[src/rtl/pkt_desc_fifo.sv]
// pkt_desc_fifo: show-ahead FIFO for packet descriptors.
// A 1R1W RAM with registered read data holds the bulk of the queue. A
// two-entry output stage (the RAM read register plus one skid register)
// hides the read latency. The head descriptor therefore sits on dout
// whenever dout_valid is high.

package pkt_desc_pkg;
  localparam int Q_ID_NBITS          = 6;
  localparam int CONN_ID_NBITS       = 10;
  localparam int CONN_GROUP_ID_NBITS = 4;
  localparam int PORT_QUEUE_ID_NBITS = 3;
  localparam int PORT_NBITS          = 4;
  localparam int LEN_NBITS           = 14;
  localparam int IDX_NBITS           = 16;

  // Field order is MSB first and fixed; the RAM stores this packing verbatim.
  typedef struct packed {
    logic [Q_ID_NBITS-1:0]          q_id;
    logic [CONN_ID_NBITS-1:0]       conn_id;
    logic [CONN_GROUP_ID_NBITS-1:0] conn_group_id;
    logic [PORT_QUEUE_ID_NBITS-1:0] port_queue_id;
    logic [PORT_NBITS-1:0]          src_port;
    logic [PORT_NBITS-1:0]          dst_port;
    logic [LEN_NBITS-1:0]           len;
    logic [IDX_NBITS-1:0]           idx;
  } pkt_desc_type;

  localparam int PKT_DESC_NBITS = $bits(pkt_desc_type);
endpackage

// 1R1W descriptor store. Read data is registered one cycle after raddr.
// The storage array has no reset. The read register does reset, so the
// FIFO's dout is 0 coming out of reset.
module pkt_desc_ram #(
  parameter int AW = 4,
  parameter int DW = 8
) (
  input  logic          clk,
  input  logic          rstn,
  input  logic          we,
  input  logic [AW-1:0] waddr,
  input  logic [DW-1:0] wdata,
  input  logic          re,
  input  logic [AW-1:0] raddr,
  output logic [DW-1:0] rdata
);
  logic [DW-1:0] mem [0:(1<<AW)-1];

  // Write port
  always_ff @(posedge clk) begin
    if (we) mem[waddr] <= wdata;
  end

  // Registered read port; holds its value when no read is issued
  always_ff @(posedge clk or negedge rstn) begin
    if (!rstn)   rdata <= '0;
    else if (re) rdata <= mem[raddr];
  end
endmodule

module pkt_desc_fifo
  import pkt_desc_pkg::*;
#(
  parameter int DEPTH_NBITS = 4,
  parameter int DEPTH       = 1 << DEPTH_NBITS
) (
  input  logic                 clk,
  input  logic                 rstn,
  input  logic                 push,
  input  pkt_desc_type         din,
  output logic                 full,
  output logic                 dout_valid,
  output pkt_desc_type         dout,
  input  logic                 dout_ready,
  output logic                 empty,
  output logic [DEPTH_NBITS:0] count,
  output logic                 overflow
);
  localparam logic [DEPTH_NBITS:0]   CNT_FULL = DEPTH[DEPTH_NBITS:0];
  localparam logic [DEPTH_NBITS:0]   CNT_ONE  = 1;
  localparam logic [DEPTH_NBITS-1:0] PTR_ONE  = 1;

  logic [DEPTH_NBITS-1:0] wptr, rptr;
  logic                   wr_en, rd_en, pop;
  logic                   rq_vld;   // RAM read register holds a live entry
  logic                   sk_vld;   // skid register holds a live entry
  pkt_desc_type           rq_data, sk;

  // A push while full is dropped. full is derived from the registered
  // count, so a pop in the same cycle cannot make room for the push.
  assign wr_en = push && !full;
  assign pop   = dout_valid && dout_ready;

  // The skid register only fills when the read register is also live, so
  // sk_vld alone means the stage holds two entries. A read may be issued
  // when the stage will have a free slot after this cycle's pop. Reading
  // only when rptr != wptr also keeps the read address off the slot being
  // written this cycle.
  assign rd_en = (rptr != wptr) && (!sk_vld || pop);

  // The skid register holds the older entry, so it is the head when live
  assign dout       = sk_vld ? sk : rq_data;
  assign dout_valid = sk_vld | rq_vld;

  assign full  = (count == CNT_FULL);
  assign empty = (count == '0);

  pkt_desc_ram #(
    .AW (DEPTH_NBITS),
    .DW (PKT_DESC_NBITS)
  ) u_ram (
    .clk   (clk),
    .rstn  (rstn),
    .we    (wr_en),
    .waddr (wptr),
    .wdata (din),
    .re    (rd_en),
    .raddr (rptr),
    .rdata (rq_data)
  );

  // Write and read pointers; both wrap naturally at DEPTH
  always_ff @(posedge clk or negedge rstn) begin
    if (!rstn) begin
      wptr <= '0;
      rptr <= '0;
    end else begin
      if (wr_en) wptr <= wptr + PTR_ONE;
      if (rd_en) rptr <= rptr + PTR_ONE;
    end
  end

  // Output stage occupancy. A new read overwrites the read register at the
  // edge, so a surviving entry there first moves to the skid register.
  always_ff @(posedge clk or negedge rstn) begin
    if (!rstn) begin
      rq_vld <= 1'b0;
      sk_vld <= 1'b0;
      sk     <= '0;
    end else if (rd_en) begin
      rq_vld <= 1'b1;
      if (rq_vld && !(pop && !sk_vld)) begin
        sk     <= rq_data;
        sk_vld <= 1'b1;
      end else begin
        sk_vld <= 1'b0;
      end
    end else if (pop) begin
      if (sk_vld) sk_vld <= 1'b0;
      else        rq_vld <= 1'b0;
    end
  end

  // Occupancy counts everything stored: RAM entries plus output stage
  always_ff @(posedge clk or negedge rstn) begin
    if (!rstn) begin
      count <= '0;
    end else begin
      case ({wr_en, pop})
        2'b10:   count <= count + CNT_ONE;
        2'b01:   count <= count - CNT_ONE;
        default: count <= count;
      endcase
    end
  end

  // Sticky overflow; only reset clears it
  always_ff @(posedge clk or negedge rstn) begin
    if (!rstn)             overflow <= 1'b0;
    else if (push && full) overflow <= 1'b1;
  end
endmodule
[config.mk]
export PLATFORM = sky130hd
export DESIGN_NAME = pkt_desc_fifo
export DESIGN_NICKNAME = d
export VERILOG_FILES = /design/src/rtl/pkt_desc_fifo.sv
export SDC_FILE = /design/constraint.sdc
export NUM_CORES = 1
export LEC_CHECK = 0
export BUFFER_PORTS_ARGS = -buffer_cell sky130_fd_sc_hd__buf_2
export CAP_MARGIN = 20
export CORE_MARGIN = 2
export CORE_UTILIZATION = 30
export DETAILED_ROUTE_END_ITERATION = 6
export GPL_TIMING_DRIVEN = 0
export HOLD_SLACK_MARGIN = 0.06
export SYNTH_ARGS = -nofsm -noshare
export SYNTH_HDL_FRONTEND = slang
export SYNTH_SLANG_ARGS = --single-unit
export TNS_END_PERCENT = 1
[constraint.sdc]
create_clock -name clk -period 5.5 [get_ports clk]
set_input_delay 1.375 -clock clk [delete_from_list [all_inputs] [get_ports clk]]
set_output_delay 1.375 -clock clk [all_outputs]
set_load 0.02 [all_outputs]
[Yosys cells after proc, flatten, opt, wreduce, memory -nomap -nowiden]
Memories as Yosys holds them, arrays and structs flattened. A register that Yosys moved wholly into a read port is not among the register bits.
Index checks and enable logic that the tools add are counted.
Operators by class
  bitwise gates (word level): 1
  eq/ne operators: 5
  mux-type cells: 10
  reductions and logical operators: 16
  add/subtract/negate cells: 4
Operator list (count)
  61-bit two-way mux: 1
  5-bit one-hot mux with 2 select lines: 1
  4-bit by 1-bit adder with 4-bit output, second input constant: 2
  1-bit two-way mux: 8
  1-bit logical AND: 6
  5-bit by 1-bit adder with 5-bit output, second input constant: 1
  5-bit equality test, second input constant: 1
  5-bit logical NOT: 1
  5-bit by 1-bit subtractor with 5-bit output, second input constant: 1
  1-bit logical NOT: 4
  4-bit inequality test: 1
  2-bit AND reduction: 2
  2-bit nonzero test: 2
  2-bit by 1-bit equality test with 1-bit output, second input constant: 1
  2-bit equality test, second input constant: 1
  2-bit inequality test, second input constant: 1
  1-bit logical OR: 1
  1-bit bitwise OR: 1
Word-level totals
  register bits after elaboration: 77
  logic and storage cells: 51
  memories kept: 1
  output and inout port bits: 70
  RAM bits: 976
Memory list
  u_ram.mem: words 16, width 61, read ports 1, clocked after Yosys merged registers in 1, write ports 1, line 47  | logic [DW-1:0] mem [0:(1<<AW)-1];

[Depth between registers and ports, before layout]
  depth in word-level cells: 7
  gate-level depth with buffers: 12
  mapped depth without buffers: 10

[Modules after synthesis]
From an unflattened synthesis, not the netlist that was laid out.
Unflattened totals
  cells, all modules: 1924
  area, all modules: 43365.3 um^2
Modules (own cells, without submodules)
  pkt_desc_ram: times used 1, cells an instance 1647, area each 39267.7 um^2
  pkt_desc_fifo: times used 1, cells an instance 277, area each 4097.7 um^2

[Worst setup path before layout]
Ideal clock, no wire load.
  path type: input to register
  start: in push
  end: mem u_ram.mem[3][0] in the netlist's numbering, enable pin
  path buffers: 0
  stages: 3
  path slack: -1.104 ns
  library setup time: 0.555 ns
  arrival time: 6.049 ns
  cell sequence: a21boi_2 nand2_1 nor3_1
On the way
  word-level cells in the longest chain between the ends: 3
RTL lines
  from (decl): line 69  | input logic push,
  1-bit logical AND: line 91  | assign wr_en = push && !full;
  1-bit two-way mux: line 51  | if (we) mem[waddr] <= wdata;
  1-bit two-way mux (implied by the code): line 51
  to (decl): line 47
No other way between the ends.

==> reports/qor.yml <==
place:
  gp_congestion: 0.747
  port_buffers: 134
  hpwl_mm: 70.5
  post_dp_cell_area_um2: 47500
  place_ws_ns: 1.13
  dp.cells: 4034
global_routing:
  track_usage: 0.146
  grt_max_degree: 74
  antenna_found_initial: 23
  grt_pass1_wl_mm: 155
  gr-total-overflow: 0
  grt_pass1_vias: 22000
detailed_routing:
  wl_per_cell_um: 25.5
  drt_iter0_drc: 2187
  drc: 1
  vias: 20700
  route.met3.wl_mm: 7.50
  maxUsedRoutingLayer: "met5"
  met2_length_mm: 54.2
  wl_met1_mm: 44.0
  firstDrtPassIters: 7
  postRouteAntennaNets: 0
  routed_via_density: 4.88
  wl_mm: 109
power_and_ir_drop:
  power_density_nw_per_um2: 552
  finalPower_mw: 28.4
  p_leak_nw: 17.4
  ir_drop_mv: 0.273
hold_path:
  holdCritPathClass: "flop to flop"
floorplan:
  row_count: 139
  die_h_um: 383
  core_area_um2: 143000
  die_w_um: 383
  num_io_pins: 135
  start_util: 0.301
  die-area_um2: 147000
outcome:
  violations: "design-rule violations"
  outcome: "complete, but fails checks"
timing:
  rsz0062_at_grt: "no"
  tns_ns: 0
  hold_viol: 0
  finalWorstSetupSlack_ns: 0.821
  setup_viol: 0
  holdWs_ns: 0.474
  finalCritPeriodShare: 0.851
  finalCriticalPeriod_ns: 4.68
  fmax_ghz: 0.214
  slew_viol_final: 0
  max_slew.worst_pin.slew_ns: 1.13
  maxSlewHeadroom: 0.244
  fin_skew_ns: 0.0306
synth:
  avgSynthCellArea_um2: 22.3
  netlist_instances: 1928
  synth.top_cell.area_share: 0.680
  ys_warn_count: 0
  synth.distinct_cells: 42
  syn-num-nets: 2002
  synth.area.top_cells: "edfxtp_1, mux4_2, dfrtp_1"
  synth_seq_cells: 1114
  syn-cell-area_um2: 43100
  synth_top_area_cell: "edfxtp_1"
  synth_seq_area_share: 0.760
flow_run:
  maxCapViolations: 0
critical_path:
  slowest_stage: "clkbuf_1"
  path_class: "flop to output port"
  critPathArrivalTime_ns: 3.30
  worstPathCellList: "clkbuf_1 -> clkbuf_1 -> mux2_2 -> buf_2"
  endpoint_kind: "output port"
  cp_max_fo: 10
  slowest_delay_ns: 0.83
  crit_top_cell: "clkbuf_1"
  cp.required_ns: 4.12
  start_kind: "flop"
layout:
  fin_util: 0.359
  nets: 2320
  area_growth_pct: 19.3
  instances_no_fill: 4254
  drive_gt1_frac: 0.347
  final_cell_area_um2: 51400
cts:
  worstSkewPairLatency_ns: 0.71
  cts_setup_buffers: 0
  cts_root_buffer: "clkbuf_16"
  clock_sinks: 1114
  ctsResizeCount: 0
  clock_path_buffers: 3
  clk_pin_slew_ns: 0.06
  cts_tree: "built"
  numCtsBuffers: 113
  cts_hold_buf: 0
  htreeDepth: 3
area by class of cell:
type | count | area (um2)
Timing Repair Buffer | 203 | 1960
Antenna cell | 5 | 12.5
Clock buffer | 172 | 3260
Tap cell | 1903 | 2380
Buffer | 108 | 634
Clock inverter | 43 | 597
Sequential cell | 1114 | 32800
Fill cell | 12900 | 91700
Inverter | 4 | 15.0
Multi-Input combinational cell | 702 | 9790
critical path, delay by kind of cell (launching register included):
family,cells,cell delay [ns]
multiplexers,1,0.47
flip-flops,1,0.34
buffers and inverters,3,1.78
Yosys cell counts:
cell and n:
dfrtp_1 138, nor3b_1 1, xnor2_1 8, mux2i_1 122
mux2_1 9, a21oi_1 3, and2_1 3, nand4_1 2
nor2_1 15, o21ai_0 4, xor2_1 6, buf_6 12
o31ai_1 1, buf_4 28, o211a_1 1, a31oi_1 1
and4_1 1, a21boi_2 1, nor3_1 4, o21ai_1 1
nor4_1 1, o221ai_1 61, buf_2 27, inv_2 1
mux2_2 61, nand2b_1 5, a21o_1 1, or2_1 3
buf_1 5, nand2_1 71, edfxtp_1 976, clkbuf_1 36
mux2_4 54, and3_1 1, mux4_2 244, nor2b_1 3
and3b_1 1, a41o_1 1, inv_1 3, ha_1 9
nand3_1 2, a311oi_1 1
logic make-up (layout without fill, tap and decap cells):
family                   Yosys count  after routing  synth area share
flip-flops                      1114           1114             0.760
multiplexers                     490            490             0.193
AND/OR/NAND/NOR                  113            113            0.0114
buffers and inverters            112            530            0.0151
AO/OA/AOI/OAI                     76             76            0.0148
XOR/XNOR                          14             14           0.00285
adder cells (fa/ha/maj)            9              9           0.00261
other                              0              5                 0
flip-flops by register name (all words and copies together) (netlist names):
| signal | flops |
|---|---|
| sk_vld | 1 |
| u_ram.rdata | 61 |
| u_ram.mem | 976 |
| sk | 61 |
| rq_vld | 1 |
| count | 5 |
| wptr | 4 |
| overflow | 1 |
| rptr | 4 |
report_power, final:
group / internal (mW) / switching [mW]
Clock: 4.70 / 3.19
Combinational: 4.21 / 5.24
Sequential: 10.5 / 0.559
Total: 19.4 / 8.99
metal layers:
metal  global-route usage  up-vias
met5                    0        -
met4               0.0420       22
met3               0.0310      201
met2                0.247      735
met1                0.189    11100
li1                     -     8670
final timing paths:
| path | from | endpoint | slack, ns | cells after the start |
|---|---|---|---|---|
| worst max-delay path | sk_vld | dout[2] | 0.82 | 4 |
| worst min-delay path | overflow | overflow | 0.47 | 1 |
| worst max register to register | count[1] | u_ram.mem[3][57] | 1.79 | 8 |
| worst min register to register | overflow | overflow | 0.47 | 1 |
| max in group asynchronous | rstn | sk[10] | 3.86 | 2 |
| min in group asynchronous | rstn | overflow | 0.62 | 1 |
cell usage in the layout (no fill, tap or decap), drive strengths merged, types with 3 or more instances in the layout:
cell and n:
a21oi 3, and2 3, buf 275, bufinv 13, clkbuf 208, clkinv 21, clkinvlp 4, dfrtp 138
diode 5, edfxtp 976, ha 9, inv 9, mux2 124, mux2i 122, mux4 244, nand2 71
nand2b 5, nor2 15, nor2b 3, nor3 4, o21ai 5, o221ai 61, or2 3, xnor2 8
xor2 6
No activity file was read; power rests on OpenSTA's default activity.
